## src/rtl/feed_scheduler_pkg.sv

```systemverilog
// Shared types and width helpers for the operand feed scheduler.
// Counter widths derive from array size and FIFO depth.
package feed_scheduler_pkg;

  typedef enum logic [2:0] {
    S_IDLE,
    S_LOAD,
    S_DRAIN,
    S_FEED,
    S_DONE
  } state_t;

  localparam int STATE_W = 3;

  function automatic int load_cnt_w(input int as, input int fd);
    return $clog2(2 * as * fd + 1);
  endfunction

  function automatic int skew_cnt_w(input int as, input int fd);
    return $clog2(fd + as);
  endfunction

  localparam int LOAD_CNT_W = load_cnt_w(2, 8);
  localparam int SKEW_CNT_W = skew_cnt_w(2, 8);

endpackage

```

## src/rtl/skew_rd_gen.sv

```systemverilog
// Skewed per-row FIFO read enables: row i reads during t in [i, i+len).
// compute_valid follows any read by one cycle (FIFO read latency).
module skew_rd_gen
  import feed_scheduler_pkg::*;
#(
  parameter int ARRAY_SIZE = 2,
  parameter int FIFO_DEPTH = 8
) (
  input  logic                  clk,
  input  logic                  rst_n,
  input  logic                  en,
  input  logic [3:0]            tile_len,
  output logic [ARRAY_SIZE-1:0] rd_en,
  output logic                  compute_valid,
  output logic                  last
);

  localparam int SW = skew_cnt_w(ARRAY_SIZE, FIFO_DEPTH);

  logic [SW-1:0] t_q;

  assign last = en &&
    (int'(t_q) == int'(tile_len) + ARRAY_SIZE - 2);

  always_ff @(posedge clk) begin
    if (!rst_n || !en || last) begin
      t_q <= '0;
    end else begin
      t_q <= t_q + SW'(1);
    end
  end

  always_comb begin
    rd_en = '0;
    for (int i = 0; i < ARRAY_SIZE; i++) begin
      rd_en[i] = en && (int'(t_q) >= i) &&
        (int'(t_q) < i + int'(tile_len));
    end
  end

  always_ff @(posedge clk) begin
    if (!rst_n) begin
      compute_valid <= 1'b0;
    end else begin
      compute_valid <= |rd_en;
    end
  end

endmodule

```

## src/rtl/feed_scheduler.sv

```systemverilog
// Tile load/feed sequencer for the systolic operand queues.
// Streams SRAM into row FIFOs, then issues skewed row reads.
module feed_scheduler
  import feed_scheduler_pkg::*;
#(
  parameter int ARRAY_SIZE = 2,
  parameter int FIFO_DEPTH = 8,
  parameter int ADDR_W     = 10
) (
  input  logic                    clk,
  input  logic                    rst_n,
  input  logic                    start,
  input  logic [ADDR_W-1:0]       base_addr,
  input  logic [3:0]              tile_len,
  output logic                    sram_rd_en,
  output logic [ADDR_W-1:0]       sram_addr,
  input  logic [2*ARRAY_SIZE-1:0] fifo_full,
  output logic [2*ARRAY_SIZE-1:0] fifo_wr_en,
  output logic [ARRAY_SIZE-1:0]   fifo_rd_en,
  output logic                    compute_valid,
  output logic                    busy,
  output logic                    done,
  output logic                    err
);

  localparam int NQ  = 2 * ARRAY_SIZE;
  localparam int LCW = load_cnt_w(ARRAY_SIZE, FIFO_DEPTH);
  localparam int QW  = (NQ > 1) ? $clog2(NQ) : 1;

  state_t            state_q, state_d;
  logic [ADDR_W-1:0] base_q;
  logic [3:0]        len_q;
  logic [LCW-1:0]    k_q;
  logic [3:0]        e_q;
  logic [QW-1:0]     q_q;
  logic [QW-1:0]     wr_q_q;
  logic              wr_pend_q;
  logic              err_q;

  logic              idle;
  logic              start_ok;
  logic              start_zero;
  logic              start_bad;
  logic              load_last;
  logic              feed_last;
  logic              wr_hit_full;
  logic [NQ-1:0]     wr_onehot;

  assign idle       = (state_q == S_IDLE);
  assign start_ok   = idle && start && (tile_len != 4'd0) &&
                      (int'(tile_len) <= FIFO_DEPTH);
  assign start_zero = idle && start && (tile_len == 4'd0);
  assign start_bad  = idle && start &&
                      (int'(tile_len) > FIFO_DEPTH);
  assign load_last  = (int'(k_q) == NQ * int'(len_q) - 1);

  always_ff @(posedge clk) begin
    if (!rst_n) begin
      state_q <= S_IDLE;
    end else begin
      state_q <= state_d;
    end
  end

  always_comb begin
    state_d = state_q;
    unique case (state_q)
      S_IDLE: begin
        unique case (1'b1)
          start_ok:   state_d = S_LOAD;
          start_zero: state_d = S_DONE;
          default:    state_d = S_IDLE;
        endcase
      end
      S_LOAD:  if (load_last) state_d = S_DRAIN;
      S_DRAIN: state_d = S_FEED;
      S_FEED:  if (feed_last) state_d = S_DONE;
      S_DONE:  state_d = S_IDLE;
      default: state_d = S_IDLE;
    endcase
  end

  // A read issued in LOAD becomes a queue write one cycle later.
  always_ff @(posedge clk) begin
    if (!rst_n) begin
      base_q    <= '0;
      len_q     <= '0;
      k_q       <= '0;
      e_q       <= '0;
      q_q       <= '0;
      wr_q_q    <= '0;
      wr_pend_q <= 1'b0;
      err_q     <= 1'b0;
    end else begin
      wr_pend_q <= (state_q == S_LOAD);
      wr_q_q    <= q_q;
      if (start_ok) begin
        base_q <= base_addr;
        len_q  <= tile_len;
        k_q    <= '0;
        e_q    <= '0;
        q_q    <= '0;
      end else if (state_q == S_LOAD) begin
        k_q <= k_q + LCW'(1);
        if (e_q == len_q - 4'd1) begin
          e_q <= '0;
          q_q <= q_q + QW'(1);
        end else begin
          e_q <= e_q + 4'd1;
        end
      end
      if (start_bad) begin
        err_q <= 1'b1;
      end else if (start_ok || start_zero) begin
        err_q <= 1'b0;
      end else if (wr_hit_full) begin
        err_q <= 1'b1;
      end
    end
  end

  assign wr_onehot   = NQ'(1) << wr_q_q;
  assign wr_hit_full = wr_pend_q && |(wr_onehot & fifo_full);
  assign fifo_wr_en  = wr_pend_q ? (wr_onehot & ~fifo_full) : '0;

  assign sram_rd_en = (state_q == S_LOAD);
  assign sram_addr  = sram_rd_en ? base_q + ADDR_W'(k_q) : '0;
  assign busy       = !idle;
  assign done       = (state_q == S_DONE);
  assign err        = err_q;

  skew_rd_gen #(
    .ARRAY_SIZE(ARRAY_SIZE),
    .FIFO_DEPTH(FIFO_DEPTH)
  ) u_skew (
    .clk          (clk),
    .rst_n        (rst_n),
    .en           (state_q == S_FEED),
    .tile_len     (len_q),
    .rd_en        (fifo_rd_en),
    .compute_valid(compute_valid),
    .last         (feed_last)
  );

endmodule

```

## config.mk

```make
export PLATFORM = sky130hd
export DESIGN_NAME = feed_scheduler
export DESIGN_NICKNAME = d
export VERILOG_FILES = /design/src/rtl/feed_scheduler_pkg.sv /design/src/rtl/skew_rd_gen.sv /design/src/rtl/feed_scheduler.sv
export SDC_FILE = /design/constraint.sdc
export NUM_CORES = 1
export LEC_CHECK = 0
export BUFFER_PORTS_ARGS = -buffer_cell sky130_fd_sc_hd__clkbuf_2
export CORE_ASPECT_RATIO = 0.6
export CORE_MARGIN = 2
export CORE_UTILIZATION = 51
export DETAILED_ROUTE_END_ITERATION = 7
export GPL_ROUTABILITY_DRIVEN = 1
export PLACE_DENSITY = 0.76
export SETUP_SLACK_MARGIN = 0.5
export SYNTH_ARGS = -nofsm -noshare
export SYNTH_HDL_FRONTEND = slang
export SYNTH_SLANG_ARGS = --single-unit
```

## constraint.sdc

```tcl
create_clock -name clk -period 2 [get_ports clk]
set_input_delay 0.1 -clock clk [delete_from_list [all_inputs] [get_ports clk]]
set_output_delay 0.1 -clock clk [all_outputs]
set_load 0.05 [all_outputs]
```

## Yosys cells after proc, flatten, opt, wreduce, memory -nomap -nowiden

Index checks and enable logic that the tools add are counted.

| storage, ports and cells | value |
|---|---|
| bits in writable memories | 0 |
| bits in registers | 38 |
| latch bits | 0 |
| bits in read-only memories | 0 |
| output and inout bits | 21 |
| memories | 0 |

| operators by class | value |
|---|---|
| reductions and logical operators | 25 |
| add/subtract/negate cells | 10 |
| multiplexer cells | 10 |
| shift operators | 1 |
| magnitude comparators | 5 |
| multipliers | 0 |
| bitwise gates (word level) | 4 |
| eq/ne operators | 9 |
| divide/modulo/power cells | 0 |

Operators with widths:

| operator | count |
|---|---|
| $eq 5x32->1 | 1 |
| $lt 5x32->1 | 1 |
| $sub 32x3->32 const B | 1 |
| $pmux 3 s4 | 1 |
| $add 10x6->10 | 1 |
| $logic_and 1x1->1 | 10 |
| $mux 10 | 1 |
| $add 4x1->4 const B | 2 |
| $and 4x4->4 | 2 |
| $mux 4 | 2 |
| $eq 7x7->1 | 1 |
| $sub 6x1->7 const B | 1 |
| $add 6x1->6 const B | 1 |
| $eq 3x2->1 const B | 2 |
| $mux 3 | 2 |
| $pmux 3 s2 | 1 |
| $add 1x4->5 const A | 1 |
| $add 4x2->5 const B | 1 |
| $eq 4x4->1 | 1 |
| $ge 4x1->1 const B | 1 |
| $gt 4x4->1 const B | 1 |
| $le 4x4->1 const B | 1 |
| $logic_not 4->1 | 1 |
| $lt 4x4->1 | 1 |
| 18 further kinds | 26 |

## Longest topological paths before layout

| logic depth | value |
|---|---|
| word-level depth | 7 |
| mapped depth | 10 |
| mapped depth without buffers | 9 |

## Cells and area by module

Synthesis repeated with hierarchy kept, for this count alone.

| second synthesis, totals | value |
|---|---|
| cell total of the unflattened synthesis | 281 |
| area total of the unflattened synthesis | 2448.6 um^2 |

Modules (own cells, without submodules):

| module | cells an instance | instances | area an instance (um^2) |
|---|---|---|---|
| feed_scheduler | 225 | 1 | 1980.6 |
| skew_rd_gen | 56 | 1 | 467.9 |

## Worst setup path after synthesis

No wires, ideal clock.

| timing path | value |
|---|---|
| kind | register to register |
| from | reg len_q[1] |
| to | reg u_skew.compute_valid |
| data required time | 1.936 ns |
| period minus slack after synthesis | 2.747 ns |
| data arrival time | 2.684 ns |
| setup slack | -0.747 ns |
| cell stages (with the launch flop) | 8 |
| path buffers | 0 |
| setup time | 0.064 ns |
| cell sequence | dfxtp_1 inv_1 ha_1 nor2b_1 o21ai_0 nand2b_1 a211oi_1 o31a_1 |

| on the way | value |
|---|---|
| elaborated cells on any way between the ends | 6 |
| those cells by class | 1 x add/sub; 2 x order compare; 3 x reduce/logical |

RTL lines:

| what | line | source |
|---|---|---|
| from (decl) | feed_scheduler.sv:32 | `logic [3:0] len_q;` |
| from (signal assigned) | feed_scheduler.sv:99 | `len_q <= tile_len;` |
| $lt 4x4->1 | skew_rd_gen.sv:37 | `(int'(t_q) < i + int'(tile_len));` |
| $logic_and 1x1->1 | skew_rd_gen.sv:36 | `rd_en[i] = en && (int'(t_q) >= i) &&` |
| net fifo_rd_en[0] | feed_scheduler.sv:19 | `output logic [ARRAY_SIZE-1:0] fifo_rd_en,` |
| $reduce_or 2->1 | skew_rd_gen.sv:45 | `compute_valid <= \|rd_en;` |
| to (signal assigned) | skew_rd_gen.sv:45 |  |
| to (decl) | skew_rd_gen.sv:14 | `output logic compute_valid,` |

The timed path passes the listed nets, and every way through them passes these cells.
A chain may end at the register's enable or synchronous reset.

## Worst setup path in the final report

| timing path | value |
|---|---|
| from | reg k_q[0] |
| to | out sram_addr[8] |

| on the way | value |
|---|---|
| word-level cells in the longest chain between the ends | 2 |

RTL lines:

| what | line | source |
|---|---|---|
| from (decl) | feed_scheduler.sv:33 | `logic [LCW-1:0] k_q;` |
| from (signal assigned) | feed_scheduler.sv:104 | `k_q <= k_q + LCW'(1);` |
| $add 10x6->10 | feed_scheduler.sv:127 | `assign sram_addr = sram_rd_en ? base_q + ADDR_W'(k_q) : '0;` |
| $mux 10 | feed_scheduler.sv:127 |  |
| to (decl) | feed_scheduler.sv:16 | `output logic [ADDR_W-1:0] sram_addr,` |

Every way passes these cells.

==> results.yml <==
layout:
  regArea_sq_um: 787
  nFillCells: 191
  nNetsFinal: 444
  drive_above_1_share_pct: 55.3
  multi_input_area_sq_um: 2270
  n_antenna_cell: 0
  synthToLayoutAreaGrowth_pct: 70.4
detailed_routing:
  vias: 2957
  wire_per_inst_um: 24.1
  wirelength_um: 11200
  drc: 0
  first_pass_iters: 4
  drtIter0Drc: 256
  postRouteAntennaNets: 0
  vias_per_cell: 6.37
synthesis:
  synth_top_area_share_pct: 29.2
  yosysMostFrequentCell: "dfxtp_1"
  ys_top_cells_by_area: "dfxtp_1 29%, ha_1 12%, mux2i_1 4.6%"
  synth_commonest_cells: "38 x dfxtp_1, 25 x ha_1, 20 x nor2_1, 17 x nand2_1, 17 x nor2b_1"
  synth_nets: 336
  async_reset_ff_share_pct: 0
  synth.largest_area_cell: "dfxtp_1"
  synth_area_sq_um: 2600
  synth-edff-count: 0
  synth_flop_cell: "dfxtp_1"
  yosys_warnings: 0
  ys_seq_elements: 38
  synth_cells: 289
  synth_area_per_cell_sq_um: 9.01
  ys_seq_area_share_pct: 29.2
  ys_types: 58
placed_design:
  dp_hpwl_um: 5220
  io_buffers: 41
  place_congestion: 0.839
timing:
  hold_viol_final: 0
  drv_slew: 0
  worst_slew_pin_slew_ps: 599
  clock_skew_ps: 15.0
  fin_tns_setup_ps: -4930
  fmax_mhz: 404
  max-slew-margin-rel_pct: 59.7
  period_share_pct: 124
  finalCriticalPeriod_ps: 2480
  whs_ps: 57.6
  layout_setup_ws_ps: -477
  setup_viol_count_final: 16
  rsz0062_at_grt: "true"
clock_network:
  htree_levels: 2
  cts_hold_buf: 0
  clock_sinks: 38
  clk_path_buf_depth: 2
  clock-root-buffer: "clkbuf_8"
  insertion_delay_ps: 310
  tritoncts: "built"
  cts-buffers-inserted: 5
  clk_pin_slew_ps: 80
hold_path:
  hold_class: "input pin to flop"
floorplanning:
  dieWidth_um: 96.2
  io_pins: 42
  die_h_um: 59.3
  dieArea_sq_um: 5710
  core_area_sq_um: 4980
  start_util_pct: 52.3
  num_rows: 20
global_route:
  grt_pass1_vias: 2736
  antenna_found_initial: 0
  grt-ovfl-total: 0
  grt_max_degree: 25
  track_usage_pct: 34.6
  grt_pass1_wl_um: 14500
power_and_ir_drop:
  p_leak_nw: 1.87
  ir_worst_vdd_mv: 0.502
  power_density_nw_per_um2: 512
setup_path:
  cp_max_fo: 3
  startpoint_type: "flop"
  cp.required_ps: 1900
  critPathArrivalTime_ps: 2380
  endpoint_kind: "output port"
  crit_type: "flop to output port"
  rrSetupSlack_ps: -290
run:
  maxCapViolCount: 0
status:
  run_status: "complete, but fails checks"
  violations: "setup timing"
==> power breakdown <==
part | internal, mW | leakage (nW) | total [mW] | switching [mW]
clock network | 0.408 | 0.0585 | 0.724 | 0.316
logic | 0.356 | 1.49 | 0.727 | 0.371
registers | 0.784 | 0.315 | 0.821 | 0.0370
==> registers in the layout, indices dropped and copies added (netlist names) <==
signal	count
base_q	10
e_q	4
err	1
k_q	6
len_q	4
q_q	2
state_q	3
u_skew.compute_valid	1
u_skew.t_q	4
wr_pend_q	1
wr_q_q	2
==> worst paths after layout <==
kind | from | end | cells after the start
worst max-delay path | k_q[0]$_SDFFE_PP0P_ | sram_addr[8] | 9
worst min-delay path | base_addr[1] | base_q[1]$_SDFFE_PN0P_ | 3
worst max register to register | len_q[1]$_SDFFE_PN0P_ | state_q[1]$_SDFFE_PN0P_ | 9
worst min register to register | u_skew.t_q[0]$_SDFF_PP0_ | u_skew.t_q[0]$_SDFF_PP0_ | 1
==> area by class of cell <==
cell class	count	share of cell area (%)
multi-input combinational	225	51.2
timing repair buffer	112	24.7
sequential	38	17.7
clock buffer	7	1.95
tap	66	1.86
inverter	14	1.58
clock inverter	1	0.677
timing repair inverter	1	0.254
==> kinds of logic after synthesis <==
| family | count (synthesis) | synth area share (%) |
|---|---|---|
| multiplexers | 13 | 5.48 |
| XOR/XNOR | 25 | 9.47 |
| AO/OA/AOI/OAI | 44 | 11.2 |
| adder cells (fa/ha/maj) | 26 | 12.8 |
| AND/OR/NAND/NOR | 117 | 27.1 |
| buffers and inverters | 26 | 4.80 |
| flip-flops | 38 | 29.2 |
==> per-stage QoR <==
stage	setup WS, ps	power (mW)	instance area (sq um)	util, %	std cells
after CTS	-389	2.13	4170	83.7	451
after floorplan	-89.1	1.16	2950	-	289
after global placement	-177	1.26	3410	68.5	423
after detailed placement	-236	1.28	3410	68.5	423
final	-477	2.27	4440	89.1	464
after global routing	-518	2.33	4440	89.1	464
==> worst max-delay path: stages (launching register included) <==
cell	delay, ps
dfxtp_4	360
ha_4	130
inv_2	30
fa_2	370
nor2b_2	160
o21a_1	180
o21a_1	200
o311a_1	220
mux2i_4	260
buf_12	160
==> layer usage <==
layer	up-vias	part of all wire, %	track usage, %
li1	1231	-	-
met1	1454	41	47.7
met2	214	45	54.2
met3	58	9.2	7.12
met4	0	4.4	11.8
met5	-	0	0
==> cells in the final DEF, fill, tap and decap left out, types with 5 or more instances in the layout <==
cell,instances
buf_4,41
and2_1,5
nor2_1,14
dfxtp_1,25
nand2_1,14
clkbuf_2,27
xnor2_1,6
dfxtp_2,9
xor2_1,11
buf_12,5
clkbuf_8,7
nand2b_1,7
ha_4,10
buf_6,25
mux2i_1,9
buf_8,7
ha_1,15
inv_1,8
clkbuf_16,5
o21ai_0,5
nor2b_1,12
==> timing repair <==
item                                    in CTS  in global routing
pin swaps                                   30                 24
hold endpoints to repair                     0                  0
endpoints found under the setup margin      44                 48
gates cloned                                 2                  0
gates resized for setup                     99                 42
buffers inserted                            18                 13
(Power assumes the default switching activity.)
